### src/rtl/spmv_pe_pkg.sv
// Shared definitions for the SpMV processing-element shell: opcode values,
// command field positions, register indices and the controller state type.
package spmv_pe_pkg;

    localparam logic [7:0] OP_NOP             = 8'd0;
    localparam logic [7:0] OP_RST             = 8'd1;
    localparam logic [7:0] OP_LD              = 8'd2;
    localparam logic [7:0] OP_LD_DELTA_CODES  = 8'd3;
    localparam logic [7:0] OP_LD_PREFIX_CODES = 8'd4;
    localparam logic [7:0] OP_LD_COMMON_CODES = 8'd5;
    localparam logic [7:0] OP_STEADY          = 8'd6;

    localparam int OPCODE_ARG_PE = 8;
    localparam int OPCODE_ARG_1  = 16;
    localparam int OPCODE_ARG_2  = 24;

    localparam logic [7:0] PE_BROADCAST = 8'hFF;

    localparam int NUM_REGS         = 16;
    localparam int REG_WIDTH        = 64 - OPCODE_ARG_2;
    localparam int REG_STEADY_START = 0;
    localparam int REG_STEADY_END   = 1;
    localparam int REG_COPY_SRC     = 4;
    localparam int REG_COPY_DST     = 5;
    localparam int REG_COPY_BYTES   = 9;

    localparam int MEM_AW     = 48;
    localparam int SCRATCH_AW = 13;

    typedef enum logic [1:0] {
        ST_IDLE   = 2'd0,
        ST_COPY   = 2'd1,
        ST_STEADY = 2'd2
    } pe_state_e;

    typedef struct packed {
        logic [REG_WIDTH-1:0] value;
        logic [7:0]           arg;
        logic [7:0]           pe;
        logic [7:0]           opcode;
    } pe_cmd_t;

    function automatic logic is_table_load(input logic [7:0] opcode);
        return (opcode == OP_LD_DELTA_CODES) || (opcode == OP_LD_PREFIX_CODES) ||
               (opcode == OP_LD_COMMON_CODES);
    endfunction

endpackage

### src/rtl/spmv_rsp_fifo.sv
// Memory-response buffer between the main-memory port and the scratchpad writer.
// First-word-fall-through: dout shows the head entry whenever empty is low.
module spmv_rsp_fifo
    import spmv_pe_pkg::*;
#(
    parameter int DEPTH = 16,
    parameter int WIDTH = 64,
    localparam int AW = $clog2(DEPTH),
    localparam int CW = $clog2(DEPTH + 1)
) (
    input  logic             clk,
    input  logic             rst_n,
    input  logic             clr,
    input  logic             push,
    input  logic [WIDTH-1:0] din,
    input  logic             pop,
    output logic [WIDTH-1:0] dout,
    output logic             empty,
    output logic [CW-1:0]    count
);

    logic [WIDTH-1:0] mem [DEPTH];
    logic [AW-1:0]    wr_ptr_reg;
    logic [AW-1:0]    rd_ptr_reg;
    logic [CW-1:0]    count_reg;
    logic             do_push;
    logic             do_pop;

    assign do_push = push && (count_reg != CW'(DEPTH));
    assign do_pop  = pop && (count_reg != '0);

    always_ff @(posedge clk) begin
        if (do_push) begin
            mem[wr_ptr_reg] <= din;
        end
    end

    always_ff @(posedge clk or negedge rst_n) begin
        if (!rst_n) begin
            wr_ptr_reg <= '0;
            rd_ptr_reg <= '0;
            count_reg  <= '0;
        end else if (clr) begin
            wr_ptr_reg <= '0;
            rd_ptr_reg <= '0;
            count_reg  <= '0;
        end else begin
            if (do_push) wr_ptr_reg <= wr_ptr_reg + AW'(1);
            if (do_pop)  rd_ptr_reg <= rd_ptr_reg + AW'(1);
            count_reg <= count_reg + CW'(do_push) - CW'(do_pop);
        end
    end

    assign dout  = mem[rd_ptr_reg];
    assign empty = (count_reg == '0);
    assign count = count_reg;

endmodule

### src/rtl/spmv_pe_core.sv
// SpMV PE shell: command-chain decoder, 16-entry register file, a table
// copier (main memory -> scratchpad) and the y-vector zero-store pass.
module spmv_pe_core
    import spmv_pe_pkg::*;
#(
    parameter logic [7:0] ID             = 8'd0,
    parameter int         RSP_FIFO_DEPTH = 16
) (
    input  logic                  clk,
    input  logic                  rst_n,
    input  logic [63:0]           op_in,
    output logic [63:0]           op_out,
    input  logic                  busy_in,
    output logic                  busy_out,
    output logic                  req_mem_ld,
    output logic                  req_mem_st,
    output logic [MEM_AW-1:0]     req_mem_addr,
    output logic [63:0]           req_mem_d_or_tag,
    input  logic                  req_mem_stall,
    input  logic                  rsp_mem_push,
    input  logic [2:0]            rsp_mem_tag,
    input  logic [63:0]           rsp_mem_q,
    output logic                  rsp_mem_stall,
    output logic                  req_scratch_ld,
    output logic                  req_scratch_st,
    output logic [SCRATCH_AW-1:0] req_scratch_addr,
    output logic [63:0]           req_scratch_d,
    input  logic                  req_scratch_stall,
    input  logic                  rsp_scratch_push,
    input  logic [63:0]           rsp_scratch_q,
    output logic                  rsp_scratch_stall
);

    localparam int              CW          = $clog2(RSP_FIFO_DEPTH + 1);
    localparam int              LW          = REG_WIDTH - 3;
    localparam logic [CW:0]     CREDITS     = (CW + 1)'(RSP_FIFO_DEPTH);
    localparam logic [CW-1:0]   ALMOST_FULL = CW'(RSP_FIFO_DEPTH - 2);

    pe_cmd_t               cmd;
    logic                  addressed;
    logic                  cmd_rst;
    logic                  cmd_ld;
    logic                  start_copy;
    logic                  start_steady;

    pe_state_e             state_reg;
    pe_state_e             state_next;

    logic [REG_WIDTH-1:0]  regfile [NUM_REGS];

    logic [LW-1:0]         copy_len_reg;
    logic [LW-1:0]         issue_cnt_reg;
    logic [LW-1:0]         write_cnt_reg;
    logic [MEM_AW-1:0]     src_base_reg;
    logic [SCRATCH_AW-1:0] dst_base_reg;
    logic [MEM_AW-1:0]     steady_addr_reg;
    logic [MEM_AW-1:0]     steady_end_reg;
    logic [CW-1:0]         inflight_reg;

    logic [CW-1:0]         fifo_count;
    logic                  fifo_empty;
    logic [63:0]           fifo_dout;
    logic                  fifo_push;
    logic                  fifo_pop;
    logic                  rsp_accept;
    logic [CW:0]           outstanding;

    logic                  ld_fire;
    logic                  st_fire;
    logic                  copy_last;
    logic                  steady_more;
    logic                  unused_ok;

    assign cmd       = op_in;
    assign addressed = (cmd.pe == ID) || (cmd.pe == PE_BROADCAST);
    assign cmd_rst   = addressed && (cmd.opcode == OP_RST);
    assign cmd_ld    = addressed && (cmd.opcode == OP_LD);

    // New work is refused until every load of an aborted copy has come back,
    // so stale responses can never land in a later copy's FIFO.
    assign start_copy   = addressed && is_table_load(cmd.opcode) &&
                          (state_reg == ST_IDLE) && (inflight_reg == '0);
    assign start_steady = addressed && (cmd.opcode == OP_STEADY) &&
                          (state_reg == ST_IDLE) && (inflight_reg == '0) &&
                          (regfile[REG_STEADY_START] < regfile[REG_STEADY_END]);

    assign outstanding = {1'b0, inflight_reg} + {1'b0, fifo_count};
    assign ld_fire     = (state_reg == ST_COPY) && !req_mem_stall &&
                         (issue_cnt_reg < copy_len_reg) && (outstanding < CREDITS);
    assign rsp_accept  = rsp_mem_push && (inflight_reg != '0);
    assign fifo_push   = rsp_accept && (state_reg == ST_COPY);
    assign fifo_pop    = (state_reg == ST_COPY) && !fifo_empty && !req_scratch_stall;
    assign copy_last   = fifo_pop && ((write_cnt_reg + LW'(1)) == copy_len_reg);

    assign steady_more = steady_addr_reg < steady_end_reg;
    assign st_fire     = (state_reg == ST_STEADY) && !req_mem_stall && steady_more;

    spmv_rsp_fifo #(
        .DEPTH (RSP_FIFO_DEPTH),
        .WIDTH (64)
    ) u_rsp_fifo (
        .clk   (clk),
        .rst_n (rst_n),
        .clr   (cmd_rst),
        .push  (fifo_push),
        .din   (rsp_mem_q),
        .pop   (fifo_pop),
        .dout  (fifo_dout),
        .empty (fifo_empty),
        .count (fifo_count)
    );

    always_ff @(posedge clk or negedge rst_n) begin
        if (!rst_n) begin
            state_reg <= ST_IDLE;
        end else begin
            state_reg <= state_next;
        end
    end

    always_comb begin
        state_next = state_reg;
        if (cmd_rst) begin
            state_next = ST_IDLE;
        end else begin
            case (state_reg)
                ST_IDLE: begin
                    if (start_copy) begin
                        state_next = ST_COPY;
                    end else if (start_steady) begin
                        state_next = ST_STEADY;
                    end
                end
                ST_COPY: begin
                    if ((copy_len_reg == '0) || copy_last) begin
                        state_next = ST_IDLE;
                    end
                end
                ST_STEADY: begin
                    if (!steady_more ||
                        (st_fire && ((steady_addr_reg + MEM_AW'(8)) >= steady_end_reg))) begin
                        state_next = ST_IDLE;
                    end
                end
                default: state_next = ST_IDLE;
            endcase
        end
    end

    always_ff @(posedge clk or negedge rst_n) begin
        if (!rst_n) begin
            op_out <= '0;
        end else begin
            op_out <= op_in;
        end
    end

    always_ff @(posedge clk or negedge rst_n) begin
        if (!rst_n) begin
            for (int i = 0; i < NUM_REGS; i++) regfile[i] <= '0;
        end else if (cmd_rst) begin
            for (int i = 0; i < NUM_REGS; i++) regfile[i] <= '0;
        end else if (cmd_ld) begin
            regfile[cmd.arg[3:0]] <= cmd.value;
        end
    end

    always_ff @(posedge clk or negedge rst_n) begin
        if (!rst_n) begin
            copy_len_reg    <= '0;
            issue_cnt_reg   <= '0;
            write_cnt_reg   <= '0;
            src_base_reg    <= '0;
            dst_base_reg    <= '0;
            steady_addr_reg <= '0;
            steady_end_reg  <= '0;
        end else if (cmd_rst) begin
            copy_len_reg    <= '0;
            issue_cnt_reg   <= '0;
            write_cnt_reg   <= '0;
            src_base_reg    <= '0;
            dst_base_reg    <= '0;
            steady_addr_reg <= '0;
            steady_end_reg  <= '0;
        end else begin
            if (start_copy) begin
                copy_len_reg  <= regfile[REG_COPY_BYTES][REG_WIDTH-1:3];
                issue_cnt_reg <= '0;
                write_cnt_reg <= '0;
                src_base_reg  <= MEM_AW'(regfile[REG_COPY_SRC]);
                dst_base_reg  <= regfile[REG_COPY_DST][SCRATCH_AW+2:3];
            end else begin
                if (ld_fire)  issue_cnt_reg <= issue_cnt_reg + LW'(1);
                if (fifo_pop) write_cnt_reg <= write_cnt_reg + LW'(1);
            end
            if (start_steady) begin
                steady_addr_reg <= MEM_AW'(regfile[REG_STEADY_START]);
                steady_end_reg  <= MEM_AW'(regfile[REG_STEADY_END]);
            end else if (st_fire) begin
                steady_addr_reg <= steady_addr_reg + MEM_AW'(8);
            end
        end
    end

    // Loads still owed by memory; deliberately survives RST so the drain completes.
    always_ff @(posedge clk or negedge rst_n) begin
        if (!rst_n) begin
            inflight_reg <= '0;
        end else begin
            inflight_reg <= inflight_reg + CW'(ld_fire) - CW'(rsp_accept);
        end
    end

    always_comb begin
        req_mem_ld       = ld_fire;
        req_mem_st       = st_fire;
        req_mem_addr     = '0;
        req_mem_d_or_tag = '0;
        if (ld_fire) begin
            req_mem_addr     = src_base_reg + MEM_AW'({issue_cnt_reg, 3'b000});
            req_mem_d_or_tag = {61'b0, issue_cnt_reg[2:0]};
        end else if (st_fire) begin
            req_mem_addr     = steady_addr_reg;
            req_mem_d_or_tag = 64'h0;
        end
    end

    assign req_scratch_ld    = 1'b0;
    assign req_scratch_st    = fifo_pop;
    assign req_scratch_addr  = fifo_pop ? (dst_base_reg + write_cnt_reg[SCRATCH_AW-1:0]) : '0;
    assign req_scratch_d     = fifo_pop ? fifo_dout : '0;
    assign rsp_scratch_stall = 1'b0;
    assign rsp_mem_stall     = fifo_count >= ALMOST_FULL;
    assign busy_out          = (state_reg != ST_IDLE) || busy_in;

    assign unused_ok = ^{rsp_scratch_push, rsp_scratch_q, rsp_mem_tag, cmd.arg[7:4]};

endmodule

### config.mk
export PLATFORM = sky130hd
export DESIGN_NAME = spmv_pe_core
export DESIGN_NICKNAME = d
export VERILOG_FILES = /design/src/rtl/spmv_pe_pkg.sv /design/src/rtl/spmv_rsp_fifo.sv /design/src/rtl/spmv_pe_core.sv
export SDC_FILE = /design/constraint.sdc
export NUM_CORES = 2
export LEC_CHECK = 0
export ABC_CLOCK_PERIOD_IN_PS = 9240
export CAP_MARGIN = 20
export CORE_ASPECT_RATIO = 1.5
export CORE_MARGIN = 5
export CORE_UTILIZATION = 59
export DETAILED_ROUTE_END_ITERATION = 6
export GPL_ROUTABILITY_DRIVEN = 0
export PLACE_DENSITY = 0.8
export RECOVER_POWER = 25
export SLEW_MARGIN = 40
export SYNTH_ARGS = -nofsm -noshare
export SYNTH_HDL_FRONTEND = slang
export SYNTH_SLANG_ARGS = --single-unit
### constraint.sdc
create_clock -name clk -period 9.24 [get_ports clk]
set_input_delay 1.848 -clock clk [delete_from_list [all_inputs] [get_ports clk]]
set_output_delay 1.848 -clock clk [all_outputs]
set_load 0.01 [all_outputs]
==> metrics.txt <==
clk sinks 1530; status finished with violations; hpwl dp 115000 µm; crit-path max FO 6; first-pass GRT wire length between 200000 and 300000 µm; worst setup margin 2.05 ns; Required @ worst endpoint 7.39 ns; antenna violations before repair 27; f_max around 140 MHz; library cells used by synthesis 83; Final Hold Viols 0; CTS buffer count ~140; main flop type after synthesis edfxtp_1; largest net degree at the start of global routing 185; Max Cap Viol 4; hold buffer count at CTS 0; slowest stage cell, crit path dfrtp_1; Final Setup Violations 0; M2 GR Usage between 50% and 60%; Largest Register u_rsp_fifo.mem; crit end category primary output; CTS tree built; worst path arrival time 5.34 ns; clock skew 0.0657 ns; Pre-antenna DRT Iters 6; I/O Pins ~460; die width 287 µm; failing checks max-capacitance violations, max-slew violations; Synth Area per Inst 14.4 µm²; slew margin rel. -157%; wire per inst 28.9 µm; Pwr per Cell Area between 150 and 200 nW/µm²; Skew-Pair Late Insertion Delay 0.79 ns; worst hold-check path type flip-flop to flip-flop; Syn Inst Count 4741; via density per instance 6.53; layout cells sized above 1 12.9%; Mapped Area just under 70000 µm²; #FFs+latches synth approximately 1500; nets between 5000 and 6000; Post-CTS Setup Bufs 0; GRT Max-Usage Layer met2; DRT Wirelength 194000 µm; Initial Utilization 59.4%; dominant cell type by area after synthesis edfxtp_1; met3 GRT Util 5.86%; Slew @ Worst Pin 3.86 ns; Final Critical Period approximately 7 ns; Tot GR Track Use 31.6%; Max VDD drop 0.208 mV; die height 426 µm; Final ANT Viol Nets 0; Area Growth Syn to Fin 13.9%; htree depth 4; clock slew at reported path FFs roughly 0.070 ns; setup TNS 0 ns; CP peak stage delay slightly above 0.6 ns; pre-CTS setup slack 2.38 ns; Clock Tree Root clkbuf_16; Final Cycle Share 77.8%; Synth top area share 45.1%; met1 Track Usage GR around two fifths; unrepaired setup endpoints after global routing no; FFs w/ async S/R, synth 33.1%; number of flip-flops in the largest register a little over 1000; Iter 0 DRT Violations between 5000 and 6000; Leak 29.3 nW; crit start category flip-flop; # DRC 0; Overflow after GRT 0; Pins Over Slew Limit 236; number of synthesized flops with an enable pin just over 1000; top cells by area, synth edfxtp_1 45%, dfrtp_1 19%, mux4_2 11%; Resized Gates After CTS 0; row count 152; Port-buffer cells 323; Worst Setup Path Type flip-flop to primary output; Core Region between 100000 and 150000 µm²; sequential fraction of the synthesis area between 60% and 70%; vias in the first global route 44000; die area 123000 µm²; CTS Buffer Depth 3; worst-path cell chain ha_1 -> inv_1 -> fa_1 -> nand2b_1 -> a21oi_1 -> o31ai_1 -> a21oi_1 -> o31a_1 -> nor4_1 -> nor4_1 -> or4_1 -> a32o_1 -> clkdlybuf4s50_1; via count 43800; Yosys warnings 0; Largest regs u_rsp_fifo.mem: 1024 flops, regfile: 170 flops, op_out: 64 flops
[power breakdown]
group	switching (W)	internal, W
clock	0.00270	0.00308
sequential	0.0000686	0.00737
combinational	0.000379	0.000275
total	0.00315	0.0107
[final cells by class]
type	instances	area [µm²]
flip-flops and latches	1530	43400
clock inverters	78	711
diodes	20	50.0
multi-input cells	2803	23100
fillers	7454	37000
repair buffers	396	4030
well taps	1540	1930
inverters	166	628
clock buffers	181	3800
[routing by layer]
layer | routed length (µm) | share of wire [%]
met3 | 17400 | 9.0
met2 | 96400 | 50
met4 | 13800 | 7.1
met5 | 70 | 0.036
met1 | 66000 | 34
[layout by cell type, fill, tap and decap left out, types with 17 or more instances in the layout]
| cell | count |
|---|---|
| diode_2 | 20 |
| o31ai_1 | 121 |
| nand2_1 | 603 |
| ha_1 | 228 |
| clkbuf_16 | 143 |
| and2_1 | 82 |
| edfxtp_1 | 1024 |
| or3_1 | 36 |
| nor4_1 | 30 |
| xor2_1 | 102 |
| xnor2_1 | 118 |
| buf_4 | 40 |
| o21ai_0 | 131 |
| conb_1 | 70 |
| nor3_1 | 39 |
| dlygate4sd3_1 | 95 |
| nor2_1 | 172 |
| nand3_1 | 68 |
| a21o_1 | 66 |
| clkbuf_1 | 35 |
| clkinv_2 | 27 |
| dfrtp_1 | 502 |
| clkinv_1 | 17 |
| mux4_2 | 320 |
| nand4_1 | 63 |
| mux2i_1 | 22 |
| inv_1 | 164 |
| and3_1 | 37 |
| a21oi_1 | 214 |
| clkdlybuf4s50_1 | 226 |
| a22o_1 | 61 |
[worst max-delay path, delay by kind of cell (launching register included)]
kind	cells	cell delay, ns
adder cells (fa/ha/maj)	2	0.52
flip-flops	1	0.61
buffers and inverters	2	0.58
AO/OA/AOI/OAI	5	1.51
AND/OR/NAND/NOR	4	1.30
[logic make-up after synthesis]
family | count (synthesis) | synth area share [%]
flops | 1530 | 63.7
simple gates | 1231 | 8.44
compound gates | 707 | 6.76
buf+inv | 477 | 3.04
mux | 343 | 10.9
fa+ha+maj | 232 | 4.30
xor+xnor | 220 | 2.83
other cells | 1 | 0.00550
[path summary, 6_finish.rpt]
path                       slack [ns]  cells past startpoint                        to              from
setup / recovery                 2.05                     13          req_mem_addr[39]  issue_cnt_reg[0]
hold / removal                   0.43                      2          copy_len_reg[17]      regfile[260]
setup reg to reg                 4.62                     18           inflight_reg[4]   copy_len_reg[6]
hold reg to reg                  0.43                      2          copy_len_reg[17]      regfile[260]
max in group asynchronous        2.24                      2  u_rsp_fifo.rd_ptr_reg[3]             rst_n
min in group asynchronous        2.40                      1              regfile[587]             rst_n
[per-stage QoR]
stage	instance area, µm²	hold slack (ns)	cells	power (W)	util, %
final	77600	0.430	6714	0.0139	67.7
after global routing	77600	0.481	6706	0.0143	67.7
after CTS	77500	0.439	6690	0.0139	67.6
after detailed placement	73000	0.462	6431	0.00824	63.7
after global placement	72800	0.455	6424	0.00822	63.5
after floorplan	68400	0.444	4810	0.00792	-
[synthesized netlist by cell type (63+ instances only)]
master	number
inv_1	165
clkbuf_1	187
nand4_1	63
nor2_1	177
xnor2_1	118
edfxtp_1	1024
mux4_2	320
o21ai_0	131
nand3_1	68
a21oi_1	214
ha_1	228
nand2_1	603
dfrtp_1	506
xor2_1	102
a21o_1	66
and2_1	90
buf_4	70
o31ai_1	121
Power figures use the tool's default switching activity.
